### src/rtl/add32_pkg.sv
// Shared types and constants for the add32 accumulate sequencer.
package add32_pkg;

    localparam int DW                = 32;
    localparam int SETTLE_CYCLES_MAX = 15;
    localparam int TIMER_W           = 4;

    typedef enum logic [1:0] {
        IDLE   = 2'd0,
        SETTLE = 2'd1,
        DONE   = 2'd2
    } state_e;

endpackage

### src/rtl/add32_settle_timer.sv
// Loadable down-counter that times the adder's multicycle settle window.
module add32_settle_timer
    import add32_pkg::*;
(
    input  logic               clk,
    input  logic               rst_n,
    input  logic               load,
    input  logic [TIMER_W-1:0] load_val,
    input  logic               dec,
    output logic               zero
);

    logic [TIMER_W-1:0] cnt_q, cnt_d;

    // NOTE: every signal written in always_comb gets a default first, so no latch is inferred.
    always_comb begin
        cnt_d = cnt_q;
        if (load) begin
            cnt_d = load_val;
        end else if (dec && (cnt_q != '0)) begin
            cnt_d = cnt_q - TIMER_W'(1);
        end
    end

    // NOTE: state registers use non-blocking assignments so all flops update together at the edge.
    always_ff @(posedge clk) begin
        if (!rst_n) begin
            cnt_q <= '0;
        end else begin
            cnt_q <= cnt_d;
        end
    end

    assign zero = (cnt_q == '0);

endmodule

### src/rtl/add32_accum_ctrl.sv
// Streams words through an external ripple-carry adder, sampling it only after a
// fixed settle window, and accumulates sum / carry count / word count per packet.
module add32_accum_ctrl
    import add32_pkg::*;
#(
    parameter int SETTLE_CYCLES = 2,
    parameter int CNT_W         = 8
) (
    input  logic             clk,
    input  logic             rst_n,
    input  logic             in_valid,
    output logic             in_ready,
    input  logic [DW-1:0]    in_data,
    input  logic             in_last,
    output logic [DW-1:0]    add_a,
    output logic [DW-1:0]    add_b,
    input  logic [DW-1:0]    add_y,
    input  logic             add_cout,
    output logic             out_valid,
    input  logic             out_ready,
    output logic [DW-1:0]    out_sum,
    output logic [CNT_W-1:0] out_carry_cnt,
    output logic [CNT_W-1:0] out_word_cnt
);

    // Out-of-range settings are clamped to the 1..15 window the 4-bit timer can express.
    localparam int SETTLE_EFF = (SETTLE_CYCLES < 1) ? 1 :
                                (SETTLE_CYCLES > SETTLE_CYCLES_MAX) ? SETTLE_CYCLES_MAX :
                                SETTLE_CYCLES;
    localparam logic [TIMER_W-1:0] SETTLE_LOAD = TIMER_W'(SETTLE_EFF - 1);

    state_e            state_q, state_d;
    logic [DW-1:0]     acc_q, acc_d;
    logic [DW-1:0]     add_a_q, add_a_d;
    logic [DW-1:0]     add_b_q, add_b_d;
    logic [CNT_W-1:0]  carry_cnt_q, carry_cnt_d;
    logic [CNT_W-1:0]  word_cnt_q, word_cnt_d;
    logic              last_q, last_d;

    logic              timer_zero;
    logic              accept;
    logic              capture;
    logic              release_pkt;

    function automatic logic [CNT_W-1:0] sat_inc(input logic [CNT_W-1:0] v, input logic en);
        return (en && (v != {CNT_W{1'b1}})) ? v + CNT_W'(1) : v;
    endfunction

    assign accept      = in_valid && in_ready;
    assign capture     = (state_q == SETTLE) && timer_zero;
    assign release_pkt = (state_q == DONE) && out_ready;

    add32_settle_timer u_timer (
        .clk      (clk),
        .rst_n    (rst_n),
        .load     (accept),
        .load_val (SETTLE_LOAD),
        .dec      (state_q == SETTLE),
        .zero     (timer_zero)
    );

    always_ff @(posedge clk) begin
        if (!rst_n) begin
            state_q <= IDLE;
        end else begin
            state_q <= state_d;
        end
    end

    always_comb begin
        state_d = state_q;
        case (state_q)
            IDLE:    if (in_valid)   state_d = SETTLE;
            SETTLE:  if (timer_zero) state_d = last_q ? DONE : IDLE;
            DONE:    if (out_ready)  state_d = IDLE;
            default:                 state_d = IDLE;
        endcase
    end

    always_comb begin
        in_ready  = (state_q == IDLE);
        out_valid = (state_q == DONE);
    end

    // Operands only change on accept or release, so the adder sees stable inputs all through SETTLE.
    always_comb begin
        acc_d       = acc_q;
        add_a_d     = add_a_q;
        add_b_d     = add_b_q;
        carry_cnt_d = carry_cnt_q;
        word_cnt_d  = word_cnt_q;
        last_d      = last_q;

        if (accept) begin
            add_a_d = acc_q;
            add_b_d = in_data;
            last_d  = in_last;
        end

        if (capture) begin
            acc_d       = add_y;
            carry_cnt_d = sat_inc(carry_cnt_q, add_cout);
            word_cnt_d  = sat_inc(word_cnt_q, 1'b1);
        end

        if (release_pkt) begin
            acc_d       = '0;
            add_a_d     = '0;
            carry_cnt_d = '0;
            word_cnt_d  = '0;
        end
    end

    always_ff @(posedge clk) begin
        if (!rst_n) begin
            acc_q       <= '0;
            add_a_q     <= '0;
            add_b_q     <= '0;
            carry_cnt_q <= '0;
            word_cnt_q  <= '0;
            last_q      <= 1'b0;
        end else begin
            acc_q       <= acc_d;
            add_a_q     <= add_a_d;
            add_b_q     <= add_b_d;
            carry_cnt_q <= carry_cnt_d;
            word_cnt_q  <= word_cnt_d;
            last_q      <= last_d;
        end
    end

    assign add_a         = add_a_q;
    assign add_b         = add_b_q;
    assign out_sum       = acc_q;
    assign out_carry_cnt = carry_cnt_q;
    assign out_word_cnt  = word_cnt_q;

endmodule

### config.mk
export PLATFORM = sky130hd
export DESIGN_NAME = add32_accum_ctrl
export DESIGN_NICKNAME = d
export VERILOG_FILES = /design/src/rtl/add32_pkg.sv /design/src/rtl/add32_settle_timer.sv /design/src/rtl/add32_accum_ctrl.sv
export SDC_FILE = /design/constraint.sdc
export NUM_CORES = 1
export LEC_CHECK = 0
export ABC_AREA = 1
export CELL_PAD_IN_SITES_DETAIL_PLACEMENT = 0
export CELL_PAD_IN_SITES_GLOBAL_PLACEMENT = 1
export CORE_MARGIN = 8
export CORE_UTILIZATION = 28
export CTS_BUF_LIST = sky130_fd_sc_hd__clkbuf_4 sky130_fd_sc_hd__clkbuf_8
export DETAILED_ROUTE_END_ITERATION = 8
export GPL_TIMING_DRIVEN = 0
export MAX_ROUTING_LAYER = met4
export PLACE_DENSITY_LB_ADDON = 0.12
export SYNTH_ARGS = -nofsm -noshare
export SYNTH_HDL_FRONTEND = slang
export SYNTH_HIERARCHICAL = 1
export SYNTH_SLANG_ARGS = --single-unit
### constraint.sdc
create_clock -name clk -period 1.6 [get_ports clk]
set_clock_uncertainty 0.2 [all_clocks]
set_input_delay 0.32 -clock clk [delete_from_list [all_inputs] [get_ports clk]]
set_output_delay 0.32 -clock clk [all_outputs]
set_load 0.01 [all_outputs]
==> flow_results.xml, run 1 <==
<?xml version="1.0" encoding="UTF-8"?>
<metrics>
  <group name="finish">
    <metric name="finish.net_count" unit="">900</metric>
    <metric name="mostFrequentLayoutCells" unit="">sky130_fd_sc_hd__dfxtp_1 (98), sky130_fd_sc_hd__nor2_1 (95), sky130_fd_sc_hd__clkdlybuf4s50_1 (68)</metric>
    <metric name="final_cell_count_no_fill" unit="">1056</metric>
    <metric name="finalInstanceArea" unit="µm²">7810</metric>
    <metric name="postLayoutCoreUtil" unit="%">49.2</metric>
    <metric name="layout-drive-gt1-share" unit="%">37.0</metric>
    <metric name="diodes" unit="">0</metric>
    <metric name="filler_cell_count" unit="">1602</metric>
    <metric name="area_growth_syn_to_layout" unit="%">72.2</metric>
    <metric name="mostFrequentLayoutCell" unit="">sky130_fd_sc_hd__dfxtp_1</metric>
    <metric name="seq_area" unit="µm²">2440</metric>
    <metric name="multi_input_comb_area" unit="µm²">2200</metric>
  </group>
  <group name="critical_path">
    <metric name="critical_path_cell_count" unit="">13</metric>
    <metric name="crit_path_start" unit="">u_timer/cnt_q[0]$_SDFFE_PN0P_</metric>
    <metric name="crit_path_capture" unit="">out_carry_cnt[0]$_SDFFE_PP0P_</metric>
    <metric name="r2r.worst_path.cells" unit="">13</metric>
    <metric name="rr_startpoint" unit="">u_timer/cnt_q[0]$_SDFFE_PN0P_</metric>
    <metric name="max_stage_delay" unit="ps">340</metric>
    <metric name="path_delay_family" unit="">buffers and inverters</metric>
    <metric name="critical_path_arrival" unit="ps">1930</metric>
    <metric name="end_kind" unit="">flip-flop</metric>
    <metric name="worst_path_max_delay_cell" unit="">sky130_fd_sc_hd__dfxtp_2</metric>
    <metric name="crit_path_max_fanout" unit="">5</metric>
    <metric name="timing.setup.critical_path_class" unit="">flip-flop to flip-flop</metric>
    <metric name="worst-r2r-setup-slack" unit="ps">-160</metric>
    <metric name="worst_path_cell_chain" unit="">inv_4, ha_4, nand3_4, inv_4, nand3_4, buf_6, buf_6, inv_8, buf_4, nand3_4, nand2_1, nand2_1, nor2_1</metric>
    <metric name="worst_path_most_repeated_cell" unit="">sky130_fd_sc_hd__nand3_4</metric>
    <metric name="worst_setup_path_start_kind" unit="">flip-flop</metric>
    <metric name="r2r-end" unit="">out_carry_cnt[0]$_SDFFE_PP0P_</metric>
    <metric name="required_time_of_the_critical_path" unit="ps">1770</metric>
    <metric name="timing.critical_path.buf_inv" unit="">6</metric>
  </group>
  <group name="synth">
    <metric name="ys_seq_elements" unit="">119</metric>
    <metric name="netlist_cell_types" unit="">34</metric>
    <metric name="post_synth_inst_count" unit="">584</metric>
    <metric name="synth_area_leaders" unit="">sky130_fd_sc_hd__dfxtp_1 (53%), sky130_fd_sc_hd__o21ai_0 (9.8%), sky130_fd_sc_hd__nor2_1 (8.6%)</metric>
    <metric name="synth_seq_area_share" unit="%">52.5</metric>
    <metric name="synth.yosys.warnings" unit="">6</metric>
    <metric name="synth.cell_area" unit="µm²">4530</metric>
    <metric name="synth_top_area_cell" unit="">sky130_fd_sc_hd__dfxtp_1</metric>
    <metric name="netlist.area_leader.share" unit="%">52.5</metric>
    <metric name="postSynthAreaPerCell" unit="µm²">7.76</metric>
  </group>
  <group name="timing">
    <metric name="final_min_period_over_clock_period" unit="%">110</metric>
    <metric name="final.hold.worst_slack" unit="ps">161</metric>
    <metric name="timing.final.max_slew_violations" unit="">0</metric>
    <metric name="timing.final.setup_violations" unit="">35</metric>
    <metric name="final_hold_viol_count" unit="">0</metric>
    <metric name="rsz0062_at_grt" unit="">true</metric>
    <metric name="fmax" unit="GHz">0.568</metric>
    <metric name="finalWorstPathRequiredPeriod" unit="ps">1760</metric>
    <metric name="post-route-worst-setup-slack" unit="ps">-159</metric>
  </group>
  <group name="drt">
    <metric name="detailedRoute.firstIterationViolations" unit="">159</metric>
    <metric name="wirelength" unit="µm">16100</metric>
    <metric name="dr.pass1.iters" unit="">4</metric>
    <metric name="vias_per_cell" unit="">4.45</metric>
    <metric name="drt.antenna.violating_nets" unit="">0</metric>
    <metric name="via_count" unit="">4699</metric>
    <metric name="routed_wire_length_per_instance" unit="µm">15.3</metric>
    <metric name="detail_route.drc_violations" unit="">0</metric>
  </group>
  <group name="cts">
    <metric name="tritoncts_num_sinks" unit="">119</metric>
    <metric name="cts-root-buf" unit="">sky130_fd_sc_hd__clkbuf_8</metric>
    <metric name="insertion_delay" unit="ps">430</metric>
    <metric name="clockBufferDepth" unit="">2</metric>
    <metric name="clock_tree_from_tritoncts" unit="">done</metric>
    <metric name="htree_levels" unit="">4</metric>
    <metric name="tritoncts.num_buffers" unit="">17</metric>
    <metric name="clk_pin_slew" unit="ps">70</metric>
    <metric name="cts.hold.buffers_added" unit="">0</metric>
  </group>
  <group name="global_routing">
    <metric name="grt_use_met2" unit="%">25.3</metric>
    <metric name="grtUsageMet1" unit="%">18.4</metric>
    <metric name="grt_remaining_overflow" unit="">0</metric>
    <metric name="groute.usage.overall" unit="%">16.2</metric>
    <metric name="grt_pass1_vias" unit="">4692</metric>
    <metric name="grt_most_used_layer" unit="">met2</metric>
    <metric name="met3_track_demand_over_resource_in_global_routing" unit="%">7.51</metric>
    <metric name="global_route_wire_length_before_repair" unit="µm">24800</metric>
    <metric name="grt_start_max_net_pins" unit="">17</metric>
    <metric name="antenna_found_initial" unit="">0</metric>
  </group>
  <group name="hold_path">
    <metric name="min_path_cells" unit="">3</metric>
    <metric name="min_path_type" unit="">input pin to flip-flop</metric>
  </group>
  <group name="power_and_ir_drop">
    <metric name="power.combinational.fraction" unit="%">23.1</metric>
    <metric name="pwr-share-seq" unit="%">39.7</metric>
    <metric name="power.ir.vdd_worst" unit="mV">0.671</metric>
    <metric name="power.net_switching" unit="µW">2390</metric>
    <metric name="leakagePower" unit="µW">0.00325</metric>
    <metric name="power_report.internal_total" unit="µW">6160</metric>
    <metric name="pwr-share-clk" unit="%">37.2</metric>
    <metric name="pwr_density_cell" unit="nW/µm²">1100</metric>
    <metric name="swShare" unit="%">27.9</metric>
  </group>
  <group name="place">
    <metric name="dp_hpwl" unit="µm">11200</metric>
    <metric name="placed_cells_incl_taps" unit="">985</metric>
    <metric name="portBuffers" unit="">183</metric>
    <metric name="detailed_place.area" unit="µm²">6670</metric>
    <metric name="finalWeightedCongestion" unit="">0.769</metric>
  </group>
  <group name="die">
    <metric name="core_area" unit="µm²">15900</metric>
    <metric name="dieWidth" unit="µm">143</metric>
    <metric name="design.die.area" unit="µm²">20500</metric>
    <metric name="start_util" unit="%">28.5</metric>
    <metric name="ioPinCount" unit="">184</metric>
    <metric name="dieHeight" unit="µm">143</metric>
    <metric name="core.rowCount" unit="">46</metric>
  </group>
  <group name="status">
    <metric name="run_status" unit="">complete, but fails checks</metric>
    <metric name="violations" unit="">negative setup slack</metric>
  </group>
  <group name="flow_run">
    <metric name="drv_cap" unit="">0</metric>
  </group>
</metrics>
## metal layers
metal | vias up | part of all wire (%)
met5 | - | 0
met4 | 0 | 0.84
met3 | 14 | 8.5
met2 | 129 | 48
met1 | 2166 | 43
li1 | 2390 | -
## cell usage after synthesis
| library cell | count |
|---|---|
| sky130_fd_sc_hd__o211ai_1 | 1 |
| sky130_fd_sc_hd__nand4_1 | 1 |
| sky130_fd_sc_hd__buf_4 | 6 |
| sky130_fd_sc_hd__o21ai_0 | 89 |
| sky130_fd_sc_hd__buf_2 | 17 |
| sky130_fd_sc_hd__or2_2 | 1 |
| sky130_fd_sc_hd__a21boi_2 | 1 |
| sky130_fd_sc_hd__nand2_4 | 3 |
| sky130_fd_sc_hd__o21ai_4 | 1 |
| sky130_fd_sc_hd__inv_1 | 54 |
| sky130_fd_sc_hd__xor2_1 | 1 |
| sky130_fd_sc_hd__dfxtp_1 | 119 |
| sky130_fd_sc_hd__clkbuf_1 | 8 |
| sky130_fd_sc_hd__ha_1 | 3 |
| sky130_fd_sc_hd__nand3_2 | 1 |
| sky130_fd_sc_hd__o22ai_1 | 1 |
| sky130_fd_sc_hd__nand2_2 | 1 |
| sky130_fd_sc_hd__nor2_2 | 1 |
| sky130_fd_sc_hd__inv_2 | 5 |
| sky130_fd_sc_hd__or2_0 | 1 |
| sky130_fd_sc_hd__o21ai_1 | 10 |
| sky130_fd_sc_hd__a21oi_1 | 71 |
| sky130_fd_sc_hd__a21oi_2 | 1 |
| sky130_fd_sc_hd__nor3_1 | 2 |
| sky130_fd_sc_hd__conb_1 | 2 |
| sky130_fd_sc_hd__a211oi_1 | 1 |
| sky130_fd_sc_hd__a31oi_1 | 1 |
| sky130_fd_sc_hd__nand3_1 | 19 |
| sky130_fd_sc_hd__clkinv_2 | 1 |
| sky130_fd_sc_hd__nand2_1 | 54 |
| sky130_fd_sc_hd__nor2_1 | 104 |
| sky130_fd_sc_hd__xnor2_1 | 1 |
| sky130_fd_sc_hd__nor3b_1 | 1 |
| sky130_fd_sc_hd__a21boi_0 | 1 |
## power groups by stage
| stage | combinational [µW] | sequential (µW) | clock (µW) |
|---|---|---|---|
| 2_1_floorplan | 651 | 3570 | 0 |
| 3_3_place_gp | 1670 | 3460 | 0 |
| 3_5_place_dp | 1690 | 3470 | 0 |
| 4_1_cts | 1940 | 3400 | 3280 |
| 5_1_grt | 2170 | 3430 | 3420 |
| 6_report | 1980 | 3390 | 3180 |
## logic make-up after synthesis
logic type | Yosys count | synth area share [%]
AND/OR/NAND/NOR | 189 | 17.2
AO/OA/AOI/OAI | 178 | 20.3
flip-flops | 119 | 52.5
buffers and inverters | 91 | 8.53
adder cells (fa/ha/maj) | 3 | 0.828
XOR/XNOR | 2 | 0.386
other | 2 | 0.166
## state kept, by name, summed over array words and instances (netlist names)
name	cells
add_a	32
add_b	32
out_sum	32
out_carry_cnt	8
out_word_cnt	8
u_timer/cnt_q	4
state_q	2
last_q	1
## per-stage QoR
stage                     worst slack [ps]  power, µW  setup TNS (ps)
after CTS                             -138       8620           -2650
after global routing                  -273       9020           -5400
after floorplan                      -20.6       4220            -434
after global placement                -675       5130          -60330
final                                 -159       8550           -2070
after detailed placement              -747       5160          -63950
## timing repair
| item | in CTS | in global routing |
|---|---|---|
| buffers inserted | 18 | 20 |
| cloned | 4 | 1 |
| endpoints found under the setup margin | 195 | 196 |
| resized for setup | 416 | 163 |
| pin swaps | 18 | 20 |
## area by class of cell
type,count,area share [%]
plain buffers,30,3.38
clock buffers,23,3.65
clock inverters,9,2.21
inverters,60,3.41
multi-input cells,377,28.2
flip-flops and latches,119,31.2
well taps,216,3.46
repair buffers,222,24.5
## worst min-delay path by stage
| stage | endpoint | slack [ps] | start |
|---|---|---|---|
| after floorplan | u_timer/cnt_q[2]$_SDFFE_PN0P_ | 240 | rst_n |
| after global placement | add_a[24]$_SDFFE_PP0P_ | 250 | out_sum[24]$_SDFFE_PP0P_ |
| final | u_timer/cnt_q[3]$_SDFFE_PN0P_ | 160 | rst_n |
| after global routing | u_timer/cnt_q[3]$_SDFFE_PN0P_ | 150 | rst_n |
| after CTS | u_timer/cnt_q[3]$_SDFFE_PN0P_ | 120 | rst_n |
| after detailed placement | add_a[25]$_SDFFE_PP0P_ | 260 | out_sum[25]$_SDFFE_PP0P_ |
## worst reg2reg max path, delay by kind of cell, from the launching register on
family	cells	cell delay, ps
adders and majority gates	1	140
DFF	1	340
buffers and inverters	6	550
and+or+nand+nor	6	480
No activity file was read; power rests on OpenSTA's default activity.
==> inputs of run 2 (changes only) <==
--- a/config.mk
+++ b/config.mk
@@ -8,6 +8,7 @@
 export ABC_AREA = 1
 export CELL_PAD_IN_SITES_DETAIL_PLACEMENT = 0
 export CELL_PAD_IN_SITES_GLOBAL_PLACEMENT = 1
+export CORE_ASPECT_RATIO = 2
 export CORE_MARGIN = 8
 export CORE_UTILIZATION = 28
 export CTS_BUF_LIST = sky130_fd_sc_hd__clkbuf_4 sky130_fd_sc_hd__clkbuf_8
==> run 2 against run 1 <==
Against the previous run:
- the flow still finishes with violations (negative setup slack)
- clock-buffer cell count is 5 lower
- register-to-register slack better by 50 ps
- die area is 1.2% higher
- combinational power hardly changed
- first-iteration DRC count is 35% lower
- final cell count is 1.9% lower
- worst hold slack worse by 130 ps
- global-route usage is 0.37 points lower
- wire length is 1.5% lower
- sequential cell count stayed put
- setup slack better by 52 ps
- via count is 0.72% lower
- critical endpoint is now out_sum[11]$_SDFFE_PP0P_
- highest routed layer unchanged
==> flow_results.xml, run 2 (synthesis gave the netlist of run 1 again) <==
<?xml version="1.0" encoding="UTF-8"?>
<metrics>
  <group name="status">
    <metric name="run_status" unit="">complete, but fails checks</metric>
    <metric name="violations" unit="">negative setup slack</metric>
  </group>
  <group name="critical_path">
    <metric name="end_kind" unit="">flip-flop</metric>
    <metric name="timing.setup.critical_path_class" unit="">flip-flop to flip-flop</metric>
    <metric name="required_time_of_the_critical_path" unit="ps">1770</metric>
    <metric name="worst_setup_path_start_kind" unit="">flip-flop</metric>
    <metric name="worst-r2r-setup-slack" unit="ps">-110</metric>
    <metric name="crit_path_max_fanout" unit="">7</metric>
    <metric name="rr_startpoint" unit="">u_timer/cnt_q[0]$_SDFFE_PN0P_</metric>
    <metric name="critical_path_arrival" unit="ps">1870</metric>
    <metric name="crit_path_start" unit="">u_timer/cnt_q[0]$_SDFFE_PN0P_</metric>
  </group>
  <group name="timing">
    <metric name="fmax" unit="GHz">0.586</metric>
    <metric name="final_hold_viol_count" unit="">0</metric>
    <metric name="final_min_period_over_clock_period" unit="%">107</metric>
    <metric name="post-route-worst-setup-slack" unit="ps">-107</metric>
    <metric name="setup_total_negative_slack" unit="ps">-2210</metric>
    <metric name="finalWorstPathRequiredPeriod" unit="ps">1710</metric>
    <metric name="timing.final.setup_violations" unit="">46</metric>
    <metric name="timing.final.max_slew_violations" unit="">0</metric>
    <metric name="rsz0062_at_grt" unit="">true</metric>
  </group>
  <group name="place">
    <metric name="placement.setup.worst_slack" unit="ps">-710</metric>
    <metric name="placed_cells_incl_taps" unit="">973</metric>
    <metric name="dp_hpwl" unit="µm">11100</metric>
    <metric name="finalWeightedCongestion" unit="">0.766</metric>
    <metric name="detailed_place.area" unit="µm²">6660</metric>
    <metric name="portBuffers" unit="">183</metric>
  </group>
  <group name="hold_path">
    <metric name="holdCritStartpoint" unit="">rst_n</metric>
    <metric name="min_path_type" unit="">input pin to flip-flop</metric>
  </group>
  <group name="finish">
    <metric name="mostFrequentLayoutCells" unit="">sky130_fd_sc_hd__nor2_1 (95), sky130_fd_sc_hd__dfxtp_1 (93), sky130_fd_sc_hd__clkdlybuf4s50_1 (68)</metric>
    <metric name="finish.net_count" unit="">892</metric>
    <metric name="layout-drive-gt1-share" unit="%">38.1</metric>
    <metric name="final_cell_count_no_fill" unit="">1036</metric>
    <metric name="diodes" unit="">0</metric>
    <metric name="postLayoutCoreUtil" unit="%">47.8</metric>
    <metric name="area_growth_syn_to_layout" unit="%">69.9</metric>
    <metric name="mostFrequentLayoutCell" unit="">sky130_fd_sc_hd__nor2_1</metric>
    <metric name="finalInstanceArea" unit="µm²">7700</metric>
  </group>
  <group name="drt">
    <metric name="vias_per_cell" unit="">4.50</metric>
    <metric name="detail_route.drc_violations" unit="">0</metric>
    <metric name="dr.pass1.iters" unit="">6</metric>
    <metric name="drt.antenna.violating_nets" unit="">0</metric>
    <metric name="wirelength" unit="µm">15900</metric>
    <metric name="via_count" unit="">4665</metric>
    <metric name="detailedRoute.firstIterationViolations" unit="">103</metric>
    <metric name="routed_wire_length_per_instance" unit="µm">15.3</metric>
  </group>
  <group name="cts">
    <metric name="clockBufferDepth" unit="">2</metric>
    <metric name="cts.hold.buffers_added" unit="">0</metric>
    <metric name="tritoncts_num_sinks" unit="">119</metric>
    <metric name="insertion_delay" unit="ps">440</metric>
    <metric name="tritoncts.num_buffers" unit="">17</metric>
    <metric name="clock_tree_from_tritoncts" unit="">done</metric>
    <metric name="clk_pin_slew" unit="ps">70</metric>
    <metric name="htree_levels" unit="">4</metric>
    <metric name="cts-root-buf" unit="">sky130_fd_sc_hd__clkbuf_8</metric>
  </group>
  <group name="die">
    <metric name="core.rowCount" unit="">66</metric>
    <metric name="start_util" unit="%">28.2</metric>
    <metric name="design.die.area" unit="µm²">20800</metric>
    <metric name="ioPinCount" unit="">184</metric>
    <metric name="dieHeight" unit="µm">196</metric>
    <metric name="core_area" unit="µm²">16100</metric>
    <metric name="dieWidth" unit="µm">106</metric>
  </group>
  <group name="global_routing">
    <metric name="grt_remaining_overflow" unit="">0</metric>
    <metric name="antenna_found_initial" unit="">0</metric>
    <metric name="grt_pass1_vias" unit="">4729</metric>
    <metric name="global_route_wire_length_before_repair" unit="µm">25200</metric>
    <metric name="grt_start_max_net_pins" unit="">17</metric>
    <metric name="groute.usage.overall" unit="%">15.8</metric>
  </group>
  <group name="power_and_ir_drop">
    <metric name="leakagePower" unit="µW">0.00317</metric>
    <metric name="power.ir.vdd_worst" unit="mV">0.512</metric>
    <metric name="pwr_density_cell" unit="nW/µm²">1050</metric>
  </group>
  <group name="flow_run">
    <metric name="drv_cap" unit="">0</metric>
  </group>
</metrics>
-- run 2: through the flow --
| step | hold WS (ps) | power, µW |
|---|---|---|
| global route | 11.7 | 8590 |
| CTS | 251 | 8200 |
| finish | 36.0 | 8110 |
| global placement | 255 | 5140 |
| floorplan | 240 | 4220 |
| detailed placement | 258 | 5160 |
-- run 2: path summary, 6_finish.rpt --
kind              cells after the start                             to
setup / recovery                      9       out_sum[11]$_SDFFE_PP0P_
hold / removal                        3  u_timer/cnt_q[2]$_SDFFE_PN0P_
setup reg to reg                      9       out_sum[11]$_SDFFE_PP0P_
hold reg to reg                       2        state_q[1]$_SDFFE_PN0P_
-- run 2: routing by layer --
metal  wire, µm  global-route usage [%]
met4        204                    5.98
met2       7640                    24.6
met3       1260                    6.67
met5          0                       -
met1       6770                    17.7
-- run 2: report_power, final --
group / internal, µW / total (µW) / switching [µW]
clock: 1410 / 2740 / 1330
sequential: 3240 / 3390 / 156
combinational: 960 / 1980 / 1020
-- run 2: timing repair --
item,4_1_cts,5_1_grt
pin swaps,28,13
cloned,5,1
endpoints found under the setup margin,195,170
buffers inserted,15,13
resized for setup,409,180
-- run 2: critical path: stages, from the launching register on --
cell and delay [ps]:
sky130_fd_sc_hd__dfxtp_2 340, sky130_fd_sc_hd__inv_4 70, sky130_fd_sc_hd__ha_4 140, sky130_fd_sc_hd__nand3_4 90, sky130_fd_sc_hd__inv_4 80, sky130_fd_sc_hd__nand3_4 110, sky130_fd_sc_hd__buf_4 170, sky130_fd_sc_hd__buf_8 140
sky130_fd_sc_hd__clkbuf_16 170, sky130_fd_sc_hd__a21oi_2 120
-- run 2: final cells by class --
type	count	area (µm²)
fillers	1646	8400
multi-input cells	377	2190
flip-flops and latches	119	2440
clock buffers	18	241
plain buffers	30	302
well taps	204	255
inverters	60	269
repair buffers	214	1850
clock inverters	14	151
==> inputs of run 3 (changes only) <==
--- a/config.mk
+++ b/config.mk
@@ -12,6 +12,7 @@
 export CORE_MARGIN = 8
 export CORE_UTILIZATION = 28
 export CTS_BUF_LIST = sky130_fd_sc_hd__clkbuf_4 sky130_fd_sc_hd__clkbuf_8
+export CTS_CLUSTER_DIAMETER = 150
 export DETAILED_ROUTE_END_ITERATION = 8
 export GPL_TIMING_DRIVEN = 0
 export MAX_ROUTING_LAYER = met4
==> results of run 3 <==
The final DEF is identical to that of run 2; final timing and power are the same.
